[src/rtl/snax_alu_ctrl.sv]
// -----------------------------------------------------------------------------
// snax_alu_ctrl : job sequencer gating one SNAX ALU PE (optional SNAX_ALU_CTRL_PERF_EN)
// Revision: 1.0
// -----------------------------------------------------------------------------
`default_nettype none

module snax_alu_ctrl #(
  parameter int unsigned LenWidth  = 16,
  parameter int unsigned PerfWidth = 32
) (
  input  logic                 clk_i,
  input  logic                 rst_ni,
  input  logic                 csr_start_i,
  input  logic                 csr_abort_i,
  input  logic [LenWidth-1:0]  csr_len_i,
  input  logic [1:0]           csr_alu_config_i,
  output logic                 csr_busy_o,
  output logic                 csr_done_o,
  output logic [LenWidth-1:0]  csr_in_cnt_o,
  output logic [LenWidth-1:0]  csr_out_cnt_o,
  input  logic                 pe_in_fire_i,
  input  logic                 pe_c_valid_i,
  input  logic                 pe_c_ready_i,
  output logic                 pe_acc_ready_o,
  output logic [1:0]           pe_alu_config_o,
  output logic [PerfWidth-1:0] perf_cycles_o,
  output logic [PerfWidth-1:0] perf_stall_o
);

  typedef enum logic [1:0] {
    IDLE = 2'd0,
    BUSY = 2'd1,
    DONE = 2'd2
  } state_e;

  state_e              state_q, state_d;
  logic [LenWidth-1:0] len_q, len_d;
  logic [LenWidth-1:0] in_cnt_q, in_cnt_d;
  logic [LenWidth-1:0] out_cnt_q, out_cnt_d;
  logic [1:0]          op_q, op_d;

  logic in_left;
  logic out_fire;
  logic acc_ready;
  logic start_acc;

  assign in_left   = (in_cnt_q != len_q);
  assign out_fire  = pe_c_valid_i & pe_c_ready_i;
  assign start_acc = (state_q == IDLE) & csr_start_i;

  // The PE holds one result; only load a new operand if that slot is free or draining now.
  assign acc_ready = (state_q == BUSY) & ~csr_abort_i & in_left
                   & (~pe_c_valid_i | pe_c_ready_i);

  always_comb begin
    state_d   = state_q;
    len_d     = len_q;
    in_cnt_d  = in_cnt_q;
    out_cnt_d = out_cnt_q;
    op_d      = op_q;
    unique case (state_q)
      IDLE: begin
        if (csr_start_i) begin
          in_cnt_d  = '0;
          out_cnt_d = '0;
          if (csr_len_i != '0) begin
            len_d   = csr_len_i;
            op_d    = csr_alu_config_i;
            state_d = BUSY;
          end else begin
            state_d = DONE;
          end
        end
      end
      BUSY: begin
        if (csr_abort_i) begin
          state_d = IDLE;
        end else begin
          if (pe_in_fire_i && in_left) begin
            in_cnt_d = in_cnt_q + LenWidth'(1);
          end
          if (out_fire) begin
            out_cnt_d = out_cnt_q + LenWidth'(1);
            if (out_cnt_d == len_q) begin
              state_d = DONE;
            end
          end
        end
      end
      DONE: begin
        state_d = IDLE;
      end
      default: begin
        state_d = IDLE;
      end
    endcase
  end

  always_ff @(posedge clk_i or negedge rst_ni) begin
    if (!rst_ni) begin
      state_q   <= IDLE;
      len_q     <= '0;
      in_cnt_q  <= '0;
      out_cnt_q <= '0;
      op_q      <= '0;
    end else begin
      state_q   <= state_d;
      len_q     <= len_d;
      in_cnt_q  <= in_cnt_d;
      out_cnt_q <= out_cnt_d;
      op_q      <= op_d;
    end
  end

  assign csr_busy_o      = (state_q == BUSY);
  assign csr_done_o      = (state_q == DONE);
  assign csr_in_cnt_o    = in_cnt_q;
  assign csr_out_cnt_o   = out_cnt_q;
  assign pe_acc_ready_o  = acc_ready;
  assign pe_alu_config_o = op_q;

`ifdef SNAX_ALU_CTRL_PERF_EN
  logic [PerfWidth-1:0] cycles_q, cycles_d;
  logic [PerfWidth-1:0] stall_q, stall_d;

  always_comb begin
    cycles_d = cycles_q;
    stall_d  = stall_q;
    if (start_acc) begin
      cycles_d = '0;
      stall_d  = '0;
    end else if (state_q == BUSY) begin
      if (~&cycles_q) begin
        cycles_d = cycles_q + PerfWidth'(1);
      end
      if (in_left && !acc_ready && (~&stall_q)) begin
        stall_d = stall_q + PerfWidth'(1);
      end
    end
  end

  always_ff @(posedge clk_i or negedge rst_ni) begin
    if (!rst_ni) begin
      cycles_q <= '0;
      stall_q  <= '0;
    end else begin
      cycles_q <= cycles_d;
      stall_q  <= stall_d;
    end
  end

  assign perf_cycles_o = cycles_q;
  assign perf_stall_o  = stall_q;
`else
  logic unused_start;
  assign unused_start  = start_acc;
  assign perf_cycles_o = '0;
  assign perf_stall_o  = '0;
`endif

  // A PE firing after all operands are loaded would overwrite an unconsumed result.
  property p_no_fire_when_full;
    @(posedge clk_i) disable iff (!rst_ni)
      (state_q == BUSY && pe_in_fire_i) |-> in_left;
  endproperty
  a_no_fire_when_full: assert property (p_no_fire_when_full);

endmodule

`default_nettype wire

[config.mk]
export PLATFORM = sky130hd
export DESIGN_NAME = snax_alu_ctrl
export DESIGN_NICKNAME = d
export VERILOG_FILES = /design/src/rtl/snax_alu_ctrl.sv
export SDC_FILE = /design/constraint.sdc
export NUM_CORES = 1
export LEC_CHECK = 0
export BUFFER_PORTS_ARGS = -buffer_cell sky130_fd_sc_hd__clkbuf_2
export CAP_MARGIN = 20
export CELL_PAD_IN_SITES_DETAIL_PLACEMENT = 1
export CELL_PAD_IN_SITES_GLOBAL_PLACEMENT = 2
export CORE_AREA = 3 3 113 115
export CTS_CLUSTER_DIAMETER = 80
export CTS_CLUSTER_SIZE = 40
export DETAILED_ROUTE_END_ITERATION = 7
export DIE_AREA = 0 0 116 118
export GPL_ROUTABILITY_DRIVEN = 0
export PLACE_DENSITY_LB_ADDON = 0.3
export SYNTH_ARGS = -nofsm -noshare
export SYNTH_HDL_FRONTEND = slang
export SYNTH_SLANG_ARGS = --single-unit
[constraint.sdc]
create_clock -name clk_i -period 3.22 [get_ports clk_i]
set_input_delay 0 -clock clk_i [delete_from_list [all_inputs] [get_ports clk_i]]
set_output_delay 0 -clock clk_i [all_outputs]
set_load 0.02 [all_outputs]
==> impl_metrics.ini, run 1 <==
[pwr]
power.density_nw_per_um2 = 479
pwr-share-comb = 0.306
p_leak_nw = 1.95
clkPwrFrac = 0.273
sequentialPowerShare = 0.421
p_int_mw = 1.28
peakVddDrop_uv = 190
swShare = 0.380
p_sw_mw = 0.783

[sta]
report.final.slew_viol_count = 0
post-route-period-util = 0.741
hold_viol_final = 0
tns_ps = 0
max-slew-margin-rel = 0.457
rsz0062_at_grt = no
setup_ws_ps = 834
clock_skew_ps = 8.10
fmax_mhz = 419
setup_viol_count_final = 0
final.min_clock_period_ps = 2390
worst_pin_slew_ps = 813

[hold_path]
min_path_type = in -> reg
hold_start = csr_len_i[8]

[route]
routed_via_density = 5.00
routed_wl_um = 11300
antenna_left = 0
drtIter0Drc = 151
wire_per_inst_um = 17.5
firstDrtPassIters = 4
vias = 3232
drc_errors = 0

[clock_network]
clk_pin_slew_worst_paths_ps = 80
cts-resized-gates = 0
htreeDepth = 2
clk_latency_ps = 300
cts_tree = yes
cts_buffers = 5
cts_root_buffer = clkbuf_16
clk_path_buf_depth = 2
post_cts.repair.setup_buffers = 0
clock-sinks = 52
hold_buffers = 18

[final_layout]
final_layout_size_suffix_gt1_frac = 0.216
syn_to_final_growth_pct = 14.2
final_nets = 526
diodes = 0
fill_cells = 1427

[critical_path]
cp.arrival_ps = 2590
cp-end-kind = register
cp.buffers_inverters = 0
critical_path_class = reg -> reg
crit_slowest_cell = or3b_1
critPathRequiredTime_ps = 3420
crit_family = compound AO/OA/AOI/OAI gates
start_kind = register
worstSetupStartpoint = state_q[0]
cp_slowest_stage_delay_ps = 640
crit_fanout = 10
r2r-start = state_q[0]
worstPathCellList = or3b_1 -> o21ai_4 -> nand4_2 -> o21ai_1 -> a21oi_1 -> a31o_2

[placed_design]
dp_hpwl_um = 8620
port_buffers = 61
dp_slack_ps = 849

[grt]
grt_pass1_vias = 3181
overflow = 0
antenna_found_initial = 0
grt_max_degree = 34
grtUsageTotal = 0.169
grt_pass1_wl_um = 18300

[logic_synthesis]
ys_seq_elements = 52
ys_seq_area_frac = 0.346
synthCells = 425
synth_ff_type = dfrtp_1
syn_area_per_cell_um2 = 8.86
syn_area_um2 = 3770
synth_cell_types = 57
synth_edf_count = 0
async_flop_share = 1.00
ys_warn_count = 0

[floorplan]
boundaryPins = 126
start_util = 0.316
die_y_um = 118
rows = 40
die_w_um = 116
dieArea_um2 = 13700
core-area_um2 = 11900

[job]
maxCapViolCount = 0

[outcome]
outcome = finished, final reports clean
sequential cells by signal (all words and copies together) (netlist names):
register and cells:
state_q 2, pe_alu_config_o 2, csr_out_cnt_o 16, csr_in_cnt_o 16, len_q 16
Yosys cell counts, types with 2 or more instances:
| cell type | number | share of area |
|---|---|---|
| and3_1 | 6 | 0.010 |
| nor2_1 | 25 | 0.025 |
| o211a_1 | 2 | 0.0053 |
| a31o_2 | 6 | 0.014 |
| dfrtp_1 | 52 | 0.35 |
| a41o_1 | 2 | 0.0053 |
| o21ai_1 | 3 | 0.0040 |
| buf_4 | 64 | 0.13 |
| clkbuf_1 | 8 | 0.0080 |
| o41ai_1 | 3 | 0.0070 |
| nand4_1 | 11 | 0.018 |
| mux2_2 | 18 | 0.054 |
| a31oi_1 | 12 | 0.020 |
| nand2b_1 | 7 | 0.012 |
| o21ai_0 | 30 | 0.040 |
| xnor2_1 | 23 | 0.053 |
| a21oi_1 | 20 | 0.027 |
| nor4_1 | 8 | 0.013 |
| nand4_2 | 2 | 0.0066 |
| or3_1 | 6 | 0.010 |
| or4_1 | 2 | 0.0040 |
| buf_2 | 7 | 0.0093 |
| and2_1 | 5 | 0.0083 |
| nand3_1 | 12 | 0.016 |
| inv_1 | 9 | 0.0090 |
| and4_1 | 3 | 0.0070 |
| o31ai_1 | 8 | 0.016 |
| ha_1 | 2 | 0.0066 |
| nand2_1 | 31 | 0.031 |
| or3b_1 | 2 | 0.0047 |
| xor2_1 | 7 | 0.016 |
| nor2b_1 | 4 | 0.0066 |
placed cells by master (no fill, tap or decap), types with 2 or more instances in the layout:
cell            n
conb_1         64
clkbuf_2       61
dfrtp_1        52
nand2_1        31
o21ai_0        30
nor2_1         25
xnor2_1        23
a21oi_1        20
mux2_2         18
dlygate4sd3_1  18
nand3_1        12
a31oi_1        12
nand4_1        11
inv_1           9
nor4_1          8
o31ai_1         8
nand2b_1        7
xor2_1          7
and3_1          6
or3_1           6
a31o_2          6
buf_4           6
and2_1          5
clkbuf_16       5
nor2b_1         4
and4_1          3
o41ai_1         3
o21ai_1         3
o211a_1         2
or4_1           2
or3b_1          2
nand4_2         2
a41o_1          2
ha_1            2
power groups by stage:
stage	registers (mW)	logic (mW)	clock network [mW]
6_report	0.867	0.632	0.563
3_5_place_dp	0.885	0.614	0
2_1_floorplan	0.868	0.483	0
3_3_place_gp	0.879	0.605	0
5_1_grt	0.890	0.699	0.602
4_1_cts	0.872	0.636	0.583
worst paths after layout:
kind                                 endpoint  slack [ps]  cells after the start
hold / removal                       len_q[8]          10                      2
setup reg to reg              csr_in_cnt_o[8]         830                      6
hold reg to reg            pe_alu_config_o[1]         520                      1
setup / recovery              csr_in_cnt_o[8]         830                      6
max in group asynchronous          state_q[1]        2140                      3
min in group asynchronous     csr_in_cnt_o[6]         210                      2
kinds of logic (layout without fill, tap and decap cells):
logic type / Yosys count / after routing / synth area share
compound gates: 96 / 96 / 0.163
xor+xnor: 30 / 30 / 0.0698
flops: 52 / 52 / 0.346
simple gates: 134 / 134 / 0.196
other cells: 1 / 64 / 0.000996
buf+inv: 90 / 102 / 0.158
mux: 20 / 20 / 0.0595
fa+ha+maj: 2 / 2 / 0.00664
metrics by stage:
stage,power [mW],util,cells,hold WS (ps),instance area (µm²)
final,2.06,0.361,647,12.0,4300
after global routing,2.19,0.361,647,27.7,4300
after CTS,2.09,0.361,647,6.68,4300
after detailed placement,1.50,0.334,621,18.0,3980
after global placement,1.48,0.334,621,16.0,3980
after floorplan,1.35,-,488,-296,4000
layer usage:
layer | global-route usage | up-vias | part of all wire
met5 | 0 | - | 0
met4 | 0.0413 | 0 | 0.011
met3 | 0.0324 | 8 | 0.050
met2 | 0.268 | 94 | 0.46
met1 | 0.237 | 1591 | 0.47
li1 | - | 1539 | -
worst register-to-register path: cells and delay by family, from the launching register on:
family | cells | cell delay, ps
AO/OA/AOI/OAI | 4 | 1040
flip-flops | 1 | 460
AND/OR/NAND/NOR | 2 | 800
layout make-up:
type,instances,area [µm²],area share
multi-input cells,346,2110,0.490
flip-flops and latches,52,1300,0.303
repair buffers,85,531,0.123
well taps,147,184,0.0428
clock buffers,5,125,0.0291
inverters,9,33.8,0.00785
clock inverters,3,21.3,0.00494
(Power assumes the default switching activity.)
==> inputs of run 2 (changes only) <==
--- a/config.mk
+++ b/config.mk
@@ -9,11 +9,11 @@
 export CAP_MARGIN = 20
 export CELL_PAD_IN_SITES_DETAIL_PLACEMENT = 1
 export CELL_PAD_IN_SITES_GLOBAL_PLACEMENT = 2
-export CORE_AREA = 3 3 113 115
+export CORE_AREA = 3 3 118 120
 export CTS_CLUSTER_DIAMETER = 80
 export CTS_CLUSTER_SIZE = 40
 export DETAILED_ROUTE_END_ITERATION = 7
-export DIE_AREA = 0 0 116 118
+export DIE_AREA = 0 0 121 123
 export GPL_ROUTABILITY_DRIVEN = 0
 export PLACE_DENSITY_LB_ADDON = 0.3
 export SYNTH_ARGS = -nofsm -noshare
==> constraint.sdc (replaced) <==
create_clock -name clk_i -period 2.2 [get_ports clk_i]
set_input_delay 0 -clock clk_i [delete_from_list [all_inputs] [get_ports clk_i]]
set_output_delay 0 -clock clk_i [all_outputs]
set_load 0.02 [all_outputs]
==> impl_metrics.ini, run 2 (synthesis results as in run 1) <==
[grt]
overflow = 0
grt_max_degree = 28
grtUsageTotal = 0.161
antenna_found_initial = 0
grt_pass1_wl_um = 18700
grt_pass1_vias = 3439

[placed_design]
placed_area_um2 = 4260
dp_hpwl_um = 9110
placedCellCount = 683
port_buffers = 61
dp_slack_ps = -67.7

[pwr]
swShare = 0.380
p_int_mw = 1.96
power.density_nw_per_um2 = 681
peakVddDrop_uv = 353
clkPwrFrac = 0.271
total_power_mw = 3.16
p_leak_nw = 2.15
pwr-share-comb = 0.340
sequentialPowerShare = 0.389
p_sw_mw = 1.20

[route]
antenna_left = 0
vias = 3374
drtIter0Drc = 206
wire_per_inst_um = 16.8
firstDrtPassIters = 4
drc_errors = 0
routed_via_density = 4.75
routed_wl_um = 12000

[hold_path]
holdPathStages = 2
min_path_type = in -> reg
min_to = len_q[8]
hold_start = csr_len_i[8]

[sta]
setup_ws_ps = 137
fmax_mhz = 485
post-route-period-util = 0.938
tns_ps = 0
hold_ws_ps = 21.2
final.min_clock_period_ps = 2060
report.final.slew_viol_count = 0
hold_viol_final = 0
clock_skew_ps = 4.84
setup_viol_count_final = 0
max-slew-margin-rel = 0.523
worst_pin_slew_ps = 716

[clock_network]
clk_path_buf_depth = 2
clk_pin_slew_worst_paths_ps = 80
cts_buffers = 5
cts_root_buffer = clkbuf_16
clk_latency_ps = 310
clock-sinks = 52
htreeDepth = 2
cts_tree = yes

[critical_path]
rrSetupSlack_ps = 140
worstPathCellList = ha_1 -> xor2_1 -> or4_4 -> nor4_2 -> and4_1 -> a31oi_1
r2r-start = csr_out_cnt_o[0]
worstSetupStartpoint = csr_out_cnt_o[0]
cp-end-kind = register
crit_slowest_cell = or4_4
cp.arrival_ps = 2260
critPathRequiredTime_ps = 2400
cp_slowest_stage_delay_ps = 530
start_kind = register
critical_path_class = reg -> reg
r2r_cells = 6
cp.buffers_inverters = 0
r2r_end = state_q[0]
crit_family = simple AND/OR/NAND/NOR gates
crit_fanout = 4

[final_layout]
layout_common_cells = conb_1, clkbuf_2, dfrtp_1
fill_cells = 1558
syn_to_final_growth_pct = 23.4
fin_area_um2 = 4650
final_layout_size_suffix_gt1_frac = 0.282
post-route-util = 0.355
diodes = 0
final_common_cell = conb_1
final_nets = 561
instances_no_fill = 711

[floorplan]
dieArea_um2 = 14900
die_w_um = 121
boundaryPins = 126
start_util = 0.288
core-area_um2 = 13100
die_y_um = 123
rows = 42

[outcome]
outcome = finished, final reports clean

[job]
maxCapViolCount = 0
==> run 2: cell type report <==
class | count | area (µm²) | share of cell area
Multi-Input combinational cell | 346 | 2150 | 0.462
Sequential cell | 52 | 1300 | 0.280
Timing Repair Buffer | 120 | 793 | 0.171
Tap cell | 176 | 220 | 0.0474
Clock buffer | 5 | 125 | 0.0269
Inverter | 9 | 33.8 | 0.00727
Clock inverter | 3 | 25.0 | 0.00539
==> run 2: power by group through the flow <==
stage	clock network (mW)	registers, mW	logic, mW
2_1_floorplan	0	1.27	0.707
3_3_place_gp	0	1.24	1.01
3_5_place_dp	0	1.25	1.03
4_1_cts	0.890	1.23	1.07
5_1_grt	0.921	1.25	1.18
6_report	0.858	1.23	1.07
==> run 2: worst max-delay path by stage <==
stage	to	slack (ps)	cells past startpoint
after floorplan	state_q[0]	50	6
after global placement	state_q[0]	-90	7
after detailed placement	state_q[0]	-70	7
after CTS	state_q[0]	10	6
after global routing	state_q[1]	-0.2	6
final	state_q[0]	140	6
==> run 2: layer usage <==
layer / vias up / wire [µm] / GRT usage
li1: 1605 / - / -
met1: 1679 / 5680 / 0.217
met2: 84 / 5600 / 0.263
met3: 6 / 567 / 0.0366
met4: 0 / 106 / 0.0382
met5: - / 0 / 0
==> run 2: repair_timing <==
action	4_1_cts	5_1_grt
pin swaps	0	5
hold buffers	18	0
cloned	0	0
hold endpoints to repair	42	0
gates resized for setup	3	7
endpoints found under the setup margin	2	10
buffers inserted	0	2
==> inputs of run 3 (changes only) <==
==> constraint.sdc (replaced) <==
create_clock -name clk_i -period 2.2 [get_ports clk_i]
set_input_delay 0.44 -clock clk_i [delete_from_list [all_inputs] [get_ports clk_i]]
set_output_delay 0.44 -clock clk_i [all_outputs]
set_load 0.02 [all_outputs]
==> impl_metrics.ini, run 3 (synthesis results as in run 1) <==
[critical_path]
worstSetupStartpoint = len_q[10]
worstPathCellList = xnor2_2 -> nand4_1 -> nor4_4 -> nor2_1 -> buf_4
critPathRequiredTime_ps = 1760
r2r_end = csr_in_cnt_o[0]
critPathCapture = pe_acc_ready_o
cp-end-kind = output pin
r2r-start = len_q[10]
cp_slowest_stage_delay_ps = 430
r2r_cells = 7
rrSetupSlack_ps = 110
start_kind = register
critical_path_class = reg -> out
crit_slowest_cell = dfrtp_2
cp.arrival_ps = 1740
crit_fanout = 2

[grt]
overflow = 0
grt_pass1_wl_um = 18700
grt_max_degree = 53
antenna_found_initial = 0
grtUsageTotal = 0.160
grt_pass1_vias = 3487

[route]
vias = 3356
routed_wl_um = 11900
antenna_left = 0
drc_errors = 0
met2WireLength_um = 5610
wl_met1_um = 5670
wl_met3_um = 530
highest_layer = met4
drtIter0Drc = 139
wire_per_inst_um = 17.0
routed_via_density = 4.78
firstDrtPassIters = 5

[sta]
report.final.slew_viol_count = 0
hold_viol_final = 0
fmax_mhz = 459
clock_skew_ps = 2.75
tns_ps = 0
setup_viol_count_final = 0
post-route-period-util = 0.991
rsz0062_at_grt = yes
final.min_clock_period_ps = 2180
hold_ws_ps = 133

[pwr]
p_int_mw = 2.09
pwr-share-comb = 0.336
power.density_nw_per_um2 = 709
swShare = 0.361
sequentialPowerShare = 0.378
total_power_mw = 3.28
peakVddDrop_uv = 316
p_leak_nw = 2.13
p_sw_mw = 1.18
clkPwrFrac = 0.285

[final_layout]
layout_common_cells = conb_1, clkbuf_2, buf_4
final_common_cell = conb_1
instances_no_fill = 702
final_nets = 552
fill_cells = 1558
final_layout_size_suffix_gt1_frac = 0.323
syn_to_final_growth_pct = 22.8
diodes = 0

[placed_design]
dp_hpwl_um = 9050
placedCellCount = 687
port_buffers = 61

[clock_network]
hold_buffers = 0
htreeDepth = 2
cts_tree = yes
clk_path_buf_depth = 2
cts_root_buffer = clkbuf_16
cts_buffers = 5
clk_pin_slew_worst_paths_ps = 70
clock-sinks = 52
clk_latency_ps = 300

[job]
maxCapViolCount = 0

[floorplan]
rows = 42
start_util = 0.288
core-area_um2 = 13100
die_y_um = 123
boundaryPins = 126
die_w_um = 121
dieArea_um2 = 14900

[hold_path]
min_path_type = in -> async

[outcome]
outcome = finished, final reports clean
## run 3: through the flow
step / utilization / area [µm²] / setup slack [ps]
floorplan: - / 4000 / 54.5
finish: 0.353 / 4620 / 20.9
CTS: 0.346 / 4530 / -61.9
detailed placement: 0.330 / 4310 / -80.6
global placement: 0.330 / 4310 / -46.4
global route: 0.353 / 4620 / -49.6
## run 3: worst min path at each step
| stage | from | endpoint | slack (ps) | cells past startpoint |
|---|---|---|---|---|
| after floorplan | rst_ni | csr_in_cnt_o[0] | 140 | 0 |
| after global placement | rst_ni | csr_in_cnt_o[7] | 470 | 2 |
| after detailed placement | rst_ni | csr_in_cnt_o[10] | 470 | 2 |
| after CTS | rst_ni | csr_in_cnt_o[10] | 150 | 2 |
| after global routing | rst_ni | len_q[10] | 150 | 2 |
| final | rst_ni | csr_in_cnt_o[8] | 130 | 2 |
## run 3: layer usage
layer,vias up,global-route usage
met4,0,0.0390
met1,1683,0.223
met2,82,0.262
met3,5,0.0261
met5,-,0
li1,1586,-
## run 3: final cells by class
cell class | instances | area [µm²] | area share
clock buffer | 6 | 129 | 0.0279
clock inverter | 2 | 38.8 | 0.00839
inverter | 9 | 33.8 | 0.00731
multi-input combinational | 346 | 2180 | 0.472
sequential | 52 | 1310 | 0.283
tap | 176 | 220 | 0.0476
timing repair buffer | 111 | 712 | 0.154
## run 3: worst max-delay path, delay by kind of cell (launching register included)
kind | cells | cell delay (ps)
simple gates | 3 | 630
flops | 1 | 430
xor+xnor | 1 | 220
buf+inv | 1 | 160
## run 3: power by group through the flow
stage          logic [mW]  registers [mW]  clock network (mW)
4_1_cts              1.05            1.23               0.961
3_3_place_gp         1.00            1.24                   0
5_1_grt              1.21            1.27               0.995
2_1_floorplan       0.707            1.27                   0
6_report             1.10            1.24               0.935
3_5_place_dp         1.03            1.25                   0
## run 3: timing repair
action	CTS	global route
endpoints found under the hold margin	0	0
endpoints found under the setup margin	7	12
pin swaps	3	5
setup buffers	3	4
resized for setup	8	18
